File: src/rtl/tmds_decoder.sv
// tmds_decoder: TMDS symbol word-alignment (bitslip search/lock) and 10b->8b decode.
//   clock        single clock, at most one symbol per cycle
//   reset        asynchronous, active-high
//   io_tmds      raw deserialized symbol, q[0] transmitted first
//   io_valid     io_tmds valid this cycle
//   io_bitslip   one-cycle request to shift the deserializer word boundary
//   io_slipCount slips issued, modulo 10
//   io_locked    symbol alignment acquired
//   io_outValid  decoded outputs updated this cycle (io_valid delayed by one)
//   io_de        decoded symbol was video data
//   io_data      decoded video byte
//   io_ctrl      decoded control bits {c1,c0}
module tmds_decoder #(
    parameter int SEARCH_WINDOW = 2048,
    parameter int SETTLE        = 16,
    parameter int LOCK_RUN      = 8,
    parameter int LOSS_WINDOW   = 4096
) (
    input  logic       clock,
    input  logic       reset,
    input  logic [9:0] io_tmds,
    input  logic       io_valid,
    output logic       io_bitslip,
    output logic [3:0] io_slipCount,
    output logic       io_locked,
    output logic       io_outValid,
    output logic       io_de,
    output logic [7:0] io_data,
    output logic [1:0] io_ctrl
);
    localparam int WW = $clog2(SEARCH_WINDOW + 1);
    localparam int SW = $clog2(SETTLE + 1);
    localparam int RW = $clog2(LOCK_RUN + 1);
    localparam int LW = $clog2(LOSS_WINDOW + 1);
    // Counters compare against value-1 so the expiring symbol acts on the same edge.
    localparam logic [WW-1:0] WIN_LAST    = WW'(SEARCH_WINDOW - 1);
    localparam logic [SW-1:0] SETTLE_LAST = SW'(SETTLE - 1);
    localparam logic [RW-1:0] RUN_LAST    = RW'(LOCK_RUN - 1);
    localparam logic [LW-1:0] LOSS_LAST   = LW'(LOSS_WINDOW - 1);

    typedef enum logic [1:0] {S_SEARCH, S_SETTLE, S_LOCKED} state_t;

    state_t        state;
    logic [WW-1:0] win_cnt;
    logic [SW-1:0] settle_cnt;
    logic [RW-1:0] run_cnt;
    logic [LW-1:0] loss_cnt;
    logic          c0, c1, c2, c3, is_ctrl;
    logic [1:0]    ctrl_dec;
    logic [7:0]    d, data_dec;

    assign c0       = io_tmds == 10'b1101010100;
    assign c1       = io_tmds == 10'b0010101011;
    assign c2       = io_tmds == 10'b0101010100;
    assign c3       = io_tmds == 10'b1010101011;
    assign is_ctrl  = c0 | c1 | c2 | c3;
    assign ctrl_dec = {c2 | c3, c1 | c3};
    assign d        = io_tmds[9] ? ~io_tmds[7:0] : io_tmds[7:0];

    // q[8] selects XOR vs XNOR transition coding between adjacent bits.
    always_comb begin
        data_dec[0] = d[0];
        for (int i = 1; i < 8; i++)
            data_dec[i] = io_tmds[8] ? d[i] ^ d[i-1] : ~(d[i] ^ d[i-1]);
    end

    always_ff @(posedge clock or posedge reset) begin
        if (reset) begin
            state        <= S_SEARCH;
            win_cnt      <= '0;
            settle_cnt   <= '0;
            run_cnt      <= '0;
            loss_cnt     <= '0;
            io_bitslip   <= 1'b0;
            io_slipCount <= 4'd0;
            io_locked    <= 1'b0;
            io_outValid  <= 1'b0;
            io_de        <= 1'b0;
            io_data      <= 8'h00;
            io_ctrl      <= 2'b00;
        end else begin
            io_bitslip  <= 1'b0;
            io_outValid <= io_valid;
            if (io_valid) begin
                case (state)
                    S_SEARCH: begin
                        io_de   <= 1'b0;
                        io_data <= 8'h00;
                        io_ctrl <= 2'b00;
                        // Lock is tested first so it wins over a coincident window expiry.
                        if (is_ctrl && run_cnt == RUN_LAST) begin
                            state     <= S_LOCKED;
                            io_locked <= 1'b1;
                            io_ctrl   <= ctrl_dec;
                            win_cnt   <= '0;
                            run_cnt   <= '0;
                            loss_cnt  <= '0;
                        end else if (!is_ctrl && win_cnt == WIN_LAST) begin
                            state        <= S_SETTLE;
                            io_bitslip   <= 1'b1;
                            io_slipCount <= io_slipCount == 4'd9 ? 4'd0 : io_slipCount + 4'd1;
                            win_cnt      <= '0;
                            run_cnt      <= '0;
                            settle_cnt   <= '0;
                        end else begin
                            win_cnt <= is_ctrl ? '0 : win_cnt + 1'b1;
                            run_cnt <= is_ctrl ? run_cnt + 1'b1 : '0;
                        end
                    end
                    S_SETTLE: begin
                        if (settle_cnt == SETTLE_LAST) begin
                            state      <= S_SEARCH;
                            settle_cnt <= '0;
                            win_cnt    <= '0;
                            run_cnt    <= '0;
                        end else begin
                            settle_cnt <= settle_cnt + 1'b1;
                        end
                    end
                    S_LOCKED: begin
                        if (is_ctrl) begin
                            io_de    <= 1'b0;
                            io_data  <= 8'h00;
                            io_ctrl  <= ctrl_dec;
                            loss_cnt <= '0;
                        end else if (loss_cnt == LOSS_LAST) begin
                            state     <= S_SEARCH;
                            io_locked <= 1'b0;
                            io_de     <= 1'b0;
                            io_data   <= 8'h00;
                            io_ctrl   <= 2'b00;
                            loss_cnt  <= '0;
                            win_cnt   <= '0;
                            run_cnt   <= '0;
                        end else begin
                            io_de    <= 1'b1;
                            io_data  <= data_dec;
                            loss_cnt <= loss_cnt + 1'b1;
                        end
                    end
                    default: state <= S_SEARCH;
                endcase
            end
        end
    end
endmodule

File: config.mk
export PLATFORM = sky130hd
export DESIGN_NAME = tmds_decoder
export DESIGN_NICKNAME = d
export VERILOG_FILES = /design/src/rtl/tmds_decoder.sv
export SDC_FILE = /design/constraint.sdc
export NUM_CORES = 1
export LEC_CHECK = 0
export BUFFER_PORTS_ARGS = -buffer_cell sky130_fd_sc_hd__buf_4
export CAP_MARGIN = 20
export CORE_ASPECT_RATIO = 0.75
export CORE_MARGIN = 2
export CORE_UTILIZATION = 30
export DETAILED_ROUTE_END_ITERATION = 10
export HOLD_SLACK_MARGIN = 0.03
export PLACE_DENSITY = 0.46
export SETUP_SLACK_MARGIN = 0.1
export SLEW_MARGIN = 10
export SYNTH_ARGS = -nofsm -noshare
export SYNTH_HDL_FRONTEND = slang
export SYNTH_SLANG_ARGS = --single-unit
File: constraint.sdc
create_clock -name clock -period 3.2 [get_ports clock]
set_clock_uncertainty 0.05 [all_clocks]
set_input_delay 0.48 -clock clock [delete_from_list [all_inputs] [get_ports clock]]
set_output_delay 0.48 -clock clock [all_outputs]
set_load 0.01 [all_outputs]
-- Yosys cells after proc, flatten, opt, wreduce, memory -nomap -nowiden
Index checks and enable logic that the tools add are counted.
- flip-flop bits (word level): 54
- input bits: 13
- output and inout port bits: 18
- add/subtract/negate cells: 5
- eq/ne operators: 19
- multiplexer cells: 54
- bitwise gates (word level): 21
- reduce and logical (&&, ||, !) cells: 15
- operators by type and width (operator ; count):
    2-to-1 mux 12 bit ; 6
    2-to-1 mux 13 bit ; 3
    case mux 12 bit (3 select lines) ; 1
    2-to-1 mux 4 bit ; 7
    case mux 13 bit (2 select lines) ; 1
    2-to-1 mux 8 bit ; 3
    == test 10 bit, second input constant ; 2
    2-to-1 mux 1 bit ; 16
    case mux 8 bit (2 select lines) ; 1
    2-to-1 mux 5 bit ; 3
    AND reduction 5 bit ; 3
    2-to-1 mux 2 bit ; 7
    adder 13 x 1 -> 13 bit, second input constant ; 1
    == test 13 x 12 -> 1 bit, second input constant ; 1
    adder 12 x 1 -> 12 bit, second input constant ; 1
    == test 12 x 11 -> 1 bit, second input constant ; 1
    inequality test 2 bit, second input constant ; 6
    case mux 4 bit (3 select lines) ; 1
    == test 10 x 8 -> 1 bit, second input constant ; 1
    == test 10 x 9 -> 1 bit, second input constant ; 1
    case mux 5 bit (2 select lines) ; 1
    adder 4 x 1 -> 4 bit, second input constant ; 2
    inverter 1 bit ; 8
    inverter 8 bit ; 1
    20 further kinds ; 36

-- Depth between registers and ports, before layout
Gate-level depths: netlist of the first run.
- word-level depth: 10
- gate-level depth with buffers: 9
- mapped depth without buffers: 7

-- Least setup slack after synthesis of the first run
OpenSTA, ideal clock, no wires.
- path type: register to register
- from: register loss_cnt[0]
- to: register win_cnt[9]
- arrival: 2.223 ns
- required time: 3.018 ns
- setup slack: 0.795 ns
- cell stages (with the launch flop): 9
- buffers on the path: 2
- cells stage by stage: dfrtp_1 -> ha_1 -> nand3_2 -> or4_4 -> buf_6 -> o31a_1 -> buf_2 -> o31ai_1 -> o31ai_1
- cells in the longest elaborated chain, start to end: 3
- ends and longest elaborated chain (element ; line ; RTL):
    start, declared ; 47 ; logic [LW-1:0] loss_cnt;
    start signal, assigned ; 138 ; loss_cnt <= loss_cnt + 1'b1;
    == test 13 x 12 -> 1 bit ; 126 ; end else if (loss_cnt == LOSS_LAST) begin
    inequality test 2 bit (no line) ; n/a ;
    AND reduction 5 bit (no line) ; n/a ;
    end signal, assigned ; 106 ; win_cnt <= is_ctrl ? '0 : win_cnt + 1'b1;
    end, declared ; 44 ; logic [WW-1:0] win_cnt;
Every way passes these cells.
A chain may end at the register's enable or synchronous reset.

-- Final worst setup path of the first run
- from: register loss_cnt[0]
- to: register run_cnt[3]
- cells in the longest elaborated chain, start to end: 3
- ends and longest elaborated chain (element ; line ; RTL):
    == test 13 x 12 -> 1 bit ; 126 ;
    inequality test 2 bit (no line) ; n/a ;
    AND reduction 5 bit (no line) ; n/a ;
    end signal, assigned ; 107 ; run_cnt <= is_ctrl ? run_cnt + 1'b1 : '0;
    end, declared ; 46 ; logic [RW-1:0] run_cnt;
Every way passes these cells.

==> flow_summary.ini, run 1 <==
[worst_hold_path]
min_path_type = in -> async

[setup_path]
crit_fanout = 10
path_class = reg -> reg
reg2reg_slack_ns = 0.52
reg2regPathDepth = 6
critPathLaunch = loss_cnt[0]
reg2reg_from = loss_cnt[0]
r2r_end = run_cnt[3]
startpoint_type = flip-flop
cp-end-kind = flip-flop
crit_arrival_ns = 2.84
critical_path_required_ns = 3.36

[synthesis]
ys_seq_area_frac = 0.397
yosys-top-cells-area = dfrtp_1 (40%), nand3_1 (5.3%), nand2_1 (4.1%), xnor2_1 (3.3%), o31ai_1 (3.3%)
ys_seq_elements = 54
syn_area_mm2 = 0.00340
synth_top_area_share = 0.397
synthDistinctLibCells = 66
synth.largest_area_cell = dfrtp_1
postSynthCellCount = 385
synthArstFlopShare = 1.00
synth_nets = 405
ys.flop_type = dfrtp_1
synth.avg_cell_area_um2 = 8.84
synth_enable_flop_cells = 0
ys_warn_count = 0

[floorplanning]
core_region_area_mm2 = 0.0110
initial_utilization = 0.310
io_pins = 31
dieArea_mm2 = 0.0122
die_x_um = 127
die_h_um = 96.2
fp-row-count = 33

[final_layout]
layout.cells.non_filler = 558
fin_nets = 437
final_core_util = 0.364
layout-drive-gt1-share = 0.172
antennaDiodeCount = 0
areaGrowthSynthToFinish_pct = 17.5
multi_input_area_mm2 = 0.00187
fin_area_mm2 = 0.00400
fill_cells = 1131
regArea_mm2 = 0.00135

[clock_tree]
cts_sinks = 54
cts_tree = built
cts_max_path_buffers = 2
clkTransAtPathRegs_ns = 0.07
cts_buffers = 5
cts_root_buf = clkbuf_16
cts_setup_buffers = 0
htreeDepth = 2
ctsResizeCount = 0
clk_latency_ns = 0.30
cts_hold_buf = 0

[outcome]
status = completed

[grt]
grt-ovfl-total = 0
grt_usage = 0.168
grt.busiest_layer = met1
grt_pass1_vias = 2990
grt_pass1_wl_mm = 16.1
gr-usage-met3 = 0.0322
grt_max_degree = 34
met1_usage = 0.255
globalRouteMet2Util = 0.245
antenna_found_initial = 0

[pwr]
leakagePower_nw = 1.60
irDropWorstVdd_uv = 221
powerDensity_mw_per_mm2 = 724

[placement]
io_buffers = 30
gp_congestion = 0.807
dpl.cell_count = 550
dp_hpwl_mm = 7.14
dpl_cell_area_mm2 = 0.00384

[route]
wl_mm = 9.73
dr.pass1.iters = 4
vias = 3190
drt_iter0_markers = 216
post_drt_wl_per_cell_um = 17.4
post_drt_via_cell_ratio = 5.72
drc_errors = 0
antenna_left = 0

[sta]
maxSlewViolCount = 0
finalCritPeriodShare = 0.838
worst_pin_slew_ns = 0.680
layout_min_cycle_time_ns = 2.68
setup-violations-final = 0
rsz0062_at_grt = no
tns_ns = 0
max_freq_ghz = 0.373
finalHoldViolations = 0
slew_headroom = 0.542

[flow_run]
cap_violations = 0
==> stage by stage <==
step	total power, mW	setup WS [ns]	hold slack (ns)
2_1_floorplan	1.88	0.795	0.399
3_3_place_gp	2.28	0.593	0.410
3_5_place_dp	2.30	0.552	0.417
4_1_cts	2.91	0.534	0.260
5_1_grt	3.12	0.347	0.292
6_report	2.90	0.518	0.224
==> synthesized netlist by cell type (2+ instances only) <==
cell	n
nand2b_1	2
buf_2	4
a31oi_1	5
clkbuf_2	2
nor2_1	11
o31ai_1	15
inv_1	22
or3_1	6
a2111oi_0	2
nand4_1	14
nand3b_1	2
a211oi_1	10
o211ai_1	7
o41ai_1	2
o21ai_1	2
o21a_1	3
o2bb2ai_1	3
ha_1	7
nand3_1	36
xnor2_1	13
o41a_1	2
nor3_1	13
a21oi_1	15
mux2_2	2
or4_1	5
o21ai_0	21
nor2b_1	2
dfrtp_1	54
clkbuf_1	14
and3_1	5
nand4b_1	3
nor4_1	6
o22ai_1	6
nand2_1	37
==> layer usage <==
metal	routed length, um	up-vias
met3	556	10
li1	-	1531
met5	0	-
met4	97	0
met2	3910	93
met1	5170	1556
==> state kept, by name, indices dropped and copies added (netlist names) <==
register,flops
io_ctrl,2
io_de,1
io_outValid,1
win_cnt,12
state,2
io_bitslip,1
io_slipCount,4
loss_cnt,13
io_locked,1
run_cnt,4
settle_cnt,5
io_data,8
==> cell type report <==
| type | instances | share of cell area |
|---|---|---|
| multi-input cells | 286 | 0.467 |
| repair buffers | 48 | 0.0901 |
| inverters | 22 | 0.0207 |
| flip-flops and latches | 54 | 0.338 |
| clock buffers | 7 | 0.0382 |
| well taps | 140 | 0.0438 |
| clock inverters | 1 | 0.00219 |
==> report_power, final <==
part           internal, mW  switching (mW)
clock network         0.335           0.261
registers             0.857           0.214
logic                 0.479           0.749
total                  1.67            1.22
==> critical path: stages, from the launching register on <==
cell	delay (ns)
dfrtp_1	0.42
ha_1	0.28
nand3_2	0.15
or4_4	0.64
o31ai_4	0.61
nand4_4	0.20
o31ai_2	0.25
==> logic make-up after synthesis <==
group,count (synthesis),share of synthesized area
flops,54,0.397
buf+inv,45,0.0552
simple gates,153,0.250
compound gates,110,0.229
xor+xnor,14,0.0360
fa+ha+maj,7,0.0257
mux,2,0.00662
==> layout by cell type (no fill, tap or decap), drive strengths merged, types with 3 or more instances in the layout <==
cell	instances
dfrtp	54
buf	48
nand2	38
nand3	37
o21ai	23
inv	22
o31ai	17
a21oi	15
nand4	15
nor3	13
xnor2	13
nor2	11
a211oi	10
nor4	8
o211ai	7
ha	7
clkbuf	7
or3	6
o22ai	6
or4	6
and3	5
a31oi	5
nand4b	3
o21a	3
o2bb2ai	3
==> worst max-delay path by stage <==
stage / to / slack (ns) / cells past startpoint
final: run_cnt[3] / 0.52 / 6
after global routing: run_cnt[3] / 0.35 / 6
after detailed placement: run_cnt[3] / 0.55 / 6
after floorplan: win_cnt[9] / 0.80 / 8
after CTS: run_cnt[3] / 0.53 / 6
after global placement: win_cnt[8] / 0.59 / 6
Note: power is estimated with default switching activity, not from simulation.
==> run 2, diff against run 1 <==
--- a/config.mk
+++ b/config.mk
@@ -12,7 +12,7 @@
 export CORE_UTILIZATION = 30
 export DETAILED_ROUTE_END_ITERATION = 10
 export HOLD_SLACK_MARGIN = 0.03
-export PLACE_DENSITY = 0.46
+export PLACE_DENSITY = 0.48
 export SETUP_SLACK_MARGIN = 0.1
 export SLEW_MARGIN = 10
 export SYNTH_ARGS = -nofsm -noshare
==> constraint.sdc (replaced) <==
create_clock -name clock -period 2.4 [get_ports clock]
set_clock_uncertainty 0.05 [all_clocks]
set_input_delay 0.36 -clock clock [delete_from_list [all_inputs] [get_ports clock]]
set_output_delay 0.36 -clock clock [all_outputs]
set_load 0.01 [all_outputs]
==> run 2 against run 1 <==
Compared with the run above: largest power group unchanged; clock power up 31%; wire length grew 4.3%; sequential cell count unchanged; register-to-register slack worse by 0.32 ns; die area unchanged; critical path depth grew 1; cell count up 5.2%; global-route usage rose by 0.75 points; critical path type unchanged; fmax increased by 22%; design area is 7.4% higher; setup slack worse by 0.32 ns.
==> flow_summary.ini, run 2 (same netlist as run 1, synthesis figures left out) <==
[outcome]
status = completed

[setup_path]
cp_common_cell = buf_4
startpoint_type = flip-flop
path_class = reg -> reg
crit_fanout = 8
slowest_delay_ns = 0.56
crit_arrival_ns = 2.35
slowest_stage = or4_4
crit_chain = ha_4, nand3_2, or4_4, buf_4, a221oi_2, buf_4, o21ba_2
critical_path_required_ns = 2.54
cp-end-kind = flip-flop
critPathLaunch = loss_cnt[0]
reg2reg_from = loss_cnt[0]

[route]
dr.pass1.iters = 5
wl_mm = 10.1
drt_iter0_markers = 262
antenna_left = 0
post_drt_wl_per_cell_um = 17.3
drc_errors = 0
vias = 3312
post_drt_via_cell_ratio = 5.64

[placement]
io_buffers = 30
gp_congestion = 0.828
dp_hpwl_mm = 7.27
dpl.cell_count = 573

[sta]
maxSlewViolCount = 0
slew_headroom = 0.521
tns_ns = 0
finalCritPeriodShare = 0.919
layout_min_cycle_time_ns = 2.21
finalHoldViolations = 0
rsz0062_at_grt = no
worst_pin_slew_ns = 0.716
setup-violations-final = 0
max_freq_ghz = 0.453

[final_layout]
final_cell_mix = buf_4 (74), dfrtp_1 (54), nand3_1 (36), nand2_1 (36)
fin_nets = 466
areaGrowthSynthToFinish_pct = 26.1
antennaDiodeCount = 0
largest_reg_flops = 13
layout_commonest_cell = buf_4
layout-drive-gt1-share = 0.244
top_regs = loss_cnt: 13 flops, win_cnt: 12 flops, io_data: 8 flops
regMostFlops = loss_cnt
layout.cells.non_filler = 587

[clock_tree]
clkTransAtPathRegs_ns = 0.08
cts_buffers = 5
htreeDepth = 2
cts_tree = built
cts_sinks = 54
clk_latency_ns = 0.30
cts_max_path_buffers = 2
cts_hold_buf = 0
cts_root_buf = clkbuf_16

[pwr]
p_seq_frac = 0.320
p_comb_frac = 0.491
irDropWorstVdd_uv = 372
switching_power_mw = 1.73
clock_power_share = 0.188
power_switching_share = 0.417
intPower_mw = 2.41
powerDensity_mw_per_mm2 = 965
leakagePower_nw = 1.75

[flow_run]
cap_violations = 0

[floorplanning]
fp-row-count = 33
die_x_um = 127
io_pins = 31
die_h_um = 96.2
core_region_area_mm2 = 0.0110
initial_utilization = 0.310
dieArea_mm2 = 0.0122

[grt]
grt_pass1_wl_mm = 17.1
antenna_found_initial = 0
grt_max_degree = 55
grt_usage = 0.176
grt_pass1_vias = 3228
grt-ovfl-total = 0

[worst_hold_path]
min_path_type = in -> async
==> run 2: changes by cell type in the layout (fill, tap and decap cells not counted), moves of 2 or more <==
cell / delta
clkbuf_8: -2
nor3_1: -2
buf_4: +26
ha_1: -2
buf_12: +3
nor3_2: +2
==> run 2: repair_timing <==
action                                  4_1_cts  5_1_grt
endpoints found under the setup margin        6       23
gates resized for setup                       2        6
pin swaps                                     0        2
buffers inserted                              0        6
==> run 2: final cells by class <==
| cell class | instances | area [um2] |
|---|---|---|
| fill | 1104 | 6690 |
| multi-input combinational | 286 | 1910 |
| sequential | 54 | 1350 |
| timing repair buffer | 77 | 616 |
| tap | 140 | 175 |
| clock buffer | 5 | 125 |
| inverter | 22 | 82.6 |
| clock inverter | 3 | 28.8 |
==> run 2: metrics by stage <==
| step | power, mW | instance area (um2) | utilization | hold WS (ns) | setup slack [ns] |
|---|---|---|---|---|---|
| after global placement | 3.24 | 4060 | 0.370 | 0.409 | 0.0306 |
| after CTS | 4.09 | 4220 | 0.384 | 0.0710 | 0.103 |
| after global routing | 4.47 | 4290 | 0.391 | 0.0650 | 0.107 |
| final | 4.14 | 4290 | 0.391 | 0.0495 | 0.195 |
| after detailed placement | 3.28 | 4060 | 0.370 | 0.406 | 0.0285 |
| after floorplan | 2.53 | 3420 | - | 0.341 | 0.0953 |
==> run 2: final timing paths <==
check | to | slack (ns) | cells past startpoint
worst max-delay path | loss_cnt[11] | 0.19 | 7
worst min-delay path | io_slipCount[1] | 0.05 | 3
worst max register to register | loss_cnt[11] | 0.19 | 7
worst min register to register | io_data[7] | 0.44 | 2
max in group asynchronous | loss_cnt[2] | 1.97 | 3
min in group clock | io_outValid | 0.19 | 1
==> run 2: worst max-delay path: cells and delay by family, from the launching register on <==
kind	cells	cell delay, ns
AOI/OAI and AO/OA	2	0.41
DFF	1	0.40
and+or+nand+nor	2	0.65
buffers and inverters	2	0.41
adders and majority gates	1	0.16
==> run 2: power groups by stage <==
stage | sequential [mW] | clock [mW] | combinational (mW)
after global placement | 1.34 | 0 | 1.90
after detailed placement | 1.35 | 0 | 1.93
after global routing | 1.36 | 0.852 | 2.25
after CTS | 1.33 | 0.814 | 1.94
final | 1.33 | 0.779 | 2.04
after floorplan | 1.35 | 0 | 1.17
==> run 2: layer usage <==
metal	global-route usage	wire length [um]	share of wire
met1	0.258	5210	0.51
met2	0.273	4250	0.42
met3	0.0328	623	0.061
met4	0.0302	64	0.0063
met5	0	0	0
